[config.mk]
export PLATFORM = sky130hd
export DESIGN_NAME = instr_cache
export DESIGN_NICKNAME = d
export VERILOG_FILES = /design/src/rtl/instr_cache_pkg.sv /design/src/rtl/instr_cache_array.sv /design/src/rtl/instr_cache.sv
export SDC_FILE = /design/constraint.sdc
export NUM_CORES = 2
export LEC_CHECK = 0
export BUFFER_PORTS_ARGS = -buffer_cell sky130_fd_sc_hd__buf_2
export CAP_MARGIN = 10
export CORE_MARGIN = 3
export CORE_UTILIZATION = 55
export DETAILED_ROUTE_END_ITERATION = 7
export GPL_ROUTABILITY_DRIVEN = 0
export HOLD_SLACK_MARGIN = 0.12
export PLACE_DENSITY = 0.67
export SYNTH_ARGS = -nofsm -noshare
export SYNTH_HDL_FRONTEND = slang
export SYNTH_MEMORY_MAX_BITS = 65536
export SYNTH_SLANG_ARGS = --single-unit
export TNS_END_PERCENT = 50
[constraint.sdc]
create_clock -name clk -period 5.8 [get_ports clk]
set_input_delay 1.16 -clock clk [delete_from_list [all_inputs] [get_ports clk]]
set_output_delay 1.16 -clock clk [all_outputs]
set_load 0.03 [all_outputs]
[src/rtl/instr_cache_pkg.sv]
// Shared types and address-field helpers for the direct-mapped instruction cache.
package instr_cache_pkg;

    localparam int ADDR_W  = 16;
    localparam int DATA_W  = 16;
    localparam int INDEX_W = 6;
    localparam int OFF_W   = 2;
    localparam int TAG_W   = ADDR_W - INDEX_W - OFF_W;
    localparam int LINES   = 2 ** INDEX_W;
    localparam int WORDS   = 2 ** OFF_W;

    localparam logic [DATA_W-1:0] NOP = 16'h0000;

    typedef enum logic [1:0] {
        ST_IDLE = 2'd0,
        ST_FILL = 2'd1,
        ST_DONE = 2'd2
    } state_e;

    typedef logic [TAG_W-1:0]   tag_t;
    typedef logic [INDEX_W-1:0] idx_t;
    typedef logic [OFF_W-1:0]   off_t;

    function automatic tag_t addr_tag(input logic [ADDR_W-1:0] a);
        return a[ADDR_W-1 -: TAG_W];
    endfunction

    function automatic idx_t addr_idx(input logic [ADDR_W-1:0] a);
        return a[OFF_W +: INDEX_W];
    endfunction

    function automatic off_t addr_off(input logic [ADDR_W-1:0] a);
        return a[OFF_W-1:0];
    endfunction

endpackage

[src/rtl/instr_cache_array.sv]
// Tag, data and valid storage: one async read port, one sync write port,
// plus a global valid clear. Only the valid vector is reset.
module icache_array
    import instr_cache_pkg::*;
(
    input  logic              clk,
    input  logic              rst,
    input  idx_t              rd_idx,
    input  off_t              rd_off,
    output logic              rd_valid,
    output tag_t              rd_tag,
    output logic [DATA_W-1:0] rd_data,
    input  logic              wr_en,
    input  idx_t              wr_idx,
    input  off_t              wr_off,
    input  logic [DATA_W-1:0] wr_data,
    input  logic              tag_we,
    input  tag_t              wr_tag,
    input  logic              set_valid,
    input  logic              inval
);

    logic [LINES-1:0]  valid_q;
    logic [LINES-1:0]  valid_d;
    tag_t              tag_arr  [LINES];
    logic [DATA_W-1:0] data_arr [LINES*WORDS];

    // A global clear overrides a line being set in the same cycle.
    always_comb begin
        valid_d = valid_q;
        if (set_valid) valid_d[wr_idx] = 1'b1;
        if (inval)     valid_d = '0;
    end

    always_ff @(posedge clk or posedge rst) begin
        if (rst) valid_q <= '0;
        else     valid_q <= valid_d;
    end

    always_ff @(posedge clk) begin
        if (wr_en)  data_arr[{wr_idx, wr_off}] <= wr_data;
        if (tag_we) tag_arr[wr_idx]            <= wr_tag;
    end

    assign rd_valid = valid_q[rd_idx];
    assign rd_tag   = tag_arr[rd_idx];
    assign rd_data  = data_arr[{rd_idx, rd_off}];

endmodule

[src/rtl/instr_cache.sv]
// Direct-mapped read-only instruction cache: combinational hit path,
// blocking word-serial line refill on a miss.
module instr_cache
    import instr_cache_pkg::*;
(
    input  logic              clk,
    input  logic              rst,
    input  logic [ADDR_W-1:0] i_addr,
    output logic [DATA_W-1:0] instr,
    output logic              i_hit,
    input  logic              inval,
    output logic              mem_re,
    output logic [ADDR_W-1:0] mem_addr,
    input  logic [DATA_W-1:0] mem_rd_data,
    input  logic              mem_valid
);

    state_e            state_q, state_d;
    off_t              beat_q, beat_d;
    logic [ADDR_W-1:0] miss_addr_q, miss_addr_d;
    logic              kill_q, kill_d;

    logic              rd_valid;
    tag_t              rd_tag;
    logic [DATA_W-1:0] rd_data;
    logic              lookup_hit;
    logic              last_beat;
    logic              wr_en;
    logic              tag_we;
    logic              set_valid;

    assign lookup_hit = rd_valid && (rd_tag == addr_tag(i_addr));
    assign last_beat  = (state_q == ST_FILL) && mem_valid
                        && (beat_q == off_t'(WORDS - 1));

    always_ff @(posedge clk or posedge rst) begin
        if (rst) begin
            state_q     <= ST_IDLE;
            beat_q      <= '0;
            miss_addr_q <= '0;
            kill_q      <= 1'b0;
        end else begin
            state_q     <= state_d;
            beat_q      <= beat_d;
            miss_addr_q <= miss_addr_d;
            kill_q      <= kill_d;
        end
    end

    always_comb begin
        state_d     = state_q;
        beat_d      = beat_q;
        miss_addr_d = miss_addr_q;
        kill_d      = kill_q;
        unique case (state_q)
            ST_IDLE: begin
                if (!lookup_hit) begin
                    state_d     = ST_FILL;
                    miss_addr_d = {i_addr[ADDR_W-1:OFF_W], {OFF_W{1'b0}}};
                    beat_d      = '0;
                    kill_d      = 1'b0;
                end
            end
            ST_FILL: begin
                // An invalidate seen mid-refill poisons the pending line.
                if (inval) kill_d = 1'b1;
                if (mem_valid) begin
                    if (beat_q == off_t'(WORDS - 1)) state_d = ST_DONE;
                    else beat_d = beat_q + off_t'(1);
                end
            end
            ST_DONE: state_d = ST_IDLE;
            default: state_d = ST_IDLE;
        endcase
    end

    always_comb begin
        i_hit     = lookup_hit && (state_q == ST_IDLE);
        instr     = i_hit ? rd_data : NOP;
        mem_re    = (state_q == ST_FILL);
        mem_addr  = miss_addr_q;
        wr_en     = (state_q == ST_FILL) && mem_valid;
        tag_we    = last_beat;
        set_valid = last_beat && !inval && !kill_q;
    end

    icache_array u_array (
        .clk       (clk),
        .rst       (rst),
        .rd_idx    (addr_idx(i_addr)),
        .rd_off    (addr_off(i_addr)),
        .rd_valid  (rd_valid),
        .rd_tag    (rd_tag),
        .rd_data   (rd_data),
        .wr_en     (wr_en),
        .wr_idx    (addr_idx(miss_addr_q)),
        .wr_off    (beat_q),
        .wr_data   (mem_rd_data),
        .tag_we    (tag_we),
        .wr_tag    (addr_tag(miss_addr_q)),
        .set_valid (set_valid),
        .inval     (inval)
    );

endmodule

==> impl_metrics.json <==
{
  "status": "complete, but fails checks",
  "violations": "setup timing",
  "post-route-util": 0.636,
  "ir_worst_vdd_mv": 0.788,
  "place_ws_ns": -0.276,
  "fmax_mhz": 172,
  "grt_pass1_vias": 85000,
  "drc": 0,
  "path_cells": "clkbuf_16 > buf_16 > bufbuf_16 > mux4_2 > mux4_2 > mux4_2 > mux4_2 > nor2b_1 > buf_2",
  "worst_pin_slew_ns": 1.36,
  "worstSetupEndpointType": "primary output",
  "synth_top_area_cell": "edfxtp_1",
  "crit_type": "in2out",
  "grt_pass1_wl_mm": 637,
  "multi_input_area_sq_um": 38400,
  "synth.cell_area_sq_um": 180000,
  "clk_latency_ns": 0.98,
  "vias_per_cell": 6.53,
  "required_ns": 4.64,
  "crit_fanout": 11,
  "grt_usage": 0.267,
  "cp.arrival_ns": 4.65,
  "path_buf_inv": 4,
  "synth_commonest_cells": "edfxtp_1 (4,608), mux4_2 (1,467), nor2_1 (406)",
  "yosysUniqueCellTypes": 72,
  "antenna_found_initial": 32,
  "setup_viol": 1,
  "fin_crit_ns": 5.81,
  "maxSlewHeadroom": 0.0911,
  "clkTransAtPathRegs_ns": 0.06,
  "cp_top_family": "multiplexers",
  "cts_tree": "done",
  "cp_common_cell": "mux4_2",
  "grt_overflow": 0,
  "max_stage_delay_ns": 0.65,
  "nets": 8334,
  "finalCritPeriodShare": 1.00,
  "slowest_stage": "mux4_2",
  "start_util": 0.554,
  "synth_cells": 7490,
  "routed_wl_mm": 445,
  "io_buffers": 67,
  "synth_most_common_cell": "edfxtp_1",
  "synth_area_leaders": "edfxtp_1 (77%), mux4_2 (18%), dfrtp_1 (1.2%), nor2_1 (0.84%), clkbuf_1 (0.57%)",
  "startpoint_type": "input port",
  "ys_seq_area_frac": 0.779,
  "cts_made_buffers": 451,
  "num_vias": 85000,
  "synth_flop_cell": "edfxtp_1",
  "io_pins": 70,
  "drt_iter0_markers": 11800,
  "ys_seq_elements": 4691,
  "clockBufferDepth": 4,
  "grt_max_degree": 208,
  "synth_edf_count": 4608,
  "die_y_um": 579,
  "p_leak_nw": 65.4,
  "hold_path_class": "in2async",
  "setup_ws_ns": -0.00534,
  "final_antenna_net_count": 0,
  "yosysTopAreaCellShare": 0.767,
  "p_per_area_nw_per_um2": 352,
  "core_area_sq_um": 325000,
  "async_reset_ff_frac": 0.0177,
  "maxCapViolCount": 0,
  "fp.dieW_um": 579,
  "final_max_slew_viol_count": 0,
  "syn_avg_cell_area_sq_um": 24.1,
  "finalInstanceArea_sq_um": 207000,
  "dieArea_sq_um": 335000,
  "hpwl_mm": 271,
  "row_count": 209,
  "fillers": 21000,
  "ctsRootBufferMaster": "clkbuf_16",
  "hold_slack_ns": 0.245,
  "placed_area_sq_um": 191000,
  "yosysWarnings": 0,
  "h-tree-depth": 5,
  "first_pass_iters": 5,
  "hold_viol": 0,
  "cts.sinks": 4691,
  "wire_per_inst_um": 34.1,
  "finalPower_mw": 72.8,
  "skew_ns": 0.0470,
  "regArea_sq_um": 140000,
  "drive_above_1_share": 0.343,
  "area_delta_synth_final_pct": 14.7
}
-- metrics by stage --
step,TNS [ns],instances
global route,-0.0183,13000
global placement,-3.11,12100
floorplan,0,7491
detailed placement,-3.51,12100
finish,-0.00534,13000
CTS,-0.344,13000
-- power breakdown --
group	total [mW]	switching (mW)	internal, mW	leakage [nW]
logic	5.62	3.68	1.94	15.9
registers	38.6	0.473	38.1	42.5
clock network	28.6	12.4	16.2	7.01
-- sequential cells by signal (all words and copies together) (netlist names) --
| signal | count |
|---|---|
| u_array.data_arr | 4096 |
| mem_addr | 14 |
| state_q | 2 |
| beat_q | 2 |
| kill_q | 1 |
| u_array.valid_q | 64 |
| u_array.tag_arr | 512 |
-- per-layer routing --
metal,vias up,part of all wire,global-route usage
met3,656,0.097,0.0502
met2,4579,0.48,0.410
met1,46000,0.39,0.399
met5,-,0.00029,0
li1,33800,-,-
met4,18,0.033,0.0779
-- final timing paths --
check / slack, ns / depth (start not counted) / to / startpoint
setup / recovery: -0.005 / 9 / instr[5] / i_addr[0]
hold / removal: 0.25 / 2 / mem_addr[12] / rst
setup reg to reg: 1.95 / 8 / u_array.data_arr[243][6] / state_q[1]
hold reg to reg: 0.49 / 2 / u_array.valid_q[2] / u_array.valid_q[2]
max in group asynchronous: 4.47 / 3 / u_array.valid_q[20] / rst
min in group clk: 0.47 / 2 / mem_addr[8] / i_addr[8]
-- layout make-up --
type | count | share of cell area
clock buffers | 573 | 0.0582
multi-input cells | 2372 | 0.185
flip-flops and latches | 4691 | 0.679
well taps | 4325 | 0.0262
diodes | 28 | 0.000339
repair buffers | 766 | 0.0393
clock inverters | 262 | 0.0111
inverters | 12 | 0.000315
-- timing repair --
item                                    CTS  global route
resized for setup                        54            46
endpoints found under the setup margin   17            17
pin swaps                                 1             5
gates cloned                              9            14
setup buffers                             8            28
hold buffers                              0             0
-- cells by family after synthesis --
group	after synthesis	share of synthesized area
adders and majority gates	4	0.000277
AOI/OAI and AO/OA	172	0.00622
xor gates and xnor gates	3	0.000146
and+or+nand+nor	623	0.0148
other	1	0.0000208
buffers and inverters	429	0.0101
muxes	1567	0.190
DFF	4691	0.779
-- placed cells by master, fill, tap and decap left out, drive strengths merged, types with 4 or more instances in the layout --
master    count
edfxtp     4608
mux4       1476
buf         740
clkbuf      594
nor2        406
clkinv      197
nand2       116
dfrtp        83
a21oi        79
mux2i        70
bufinv       35
nor2b        31
diode        28
a22oi        27
inv          24
mux2         21
clkinvlp     18
nand2b       17
nand3        15
nor3          9
and2          8
o21ai         7
a31oi         7
a211oi        6
a22o          5
o221ai        5
bufbuf        5
a221oi        5
nand4         5
o22ai         5
ha            4
Power figures use the tool's default switching activity.
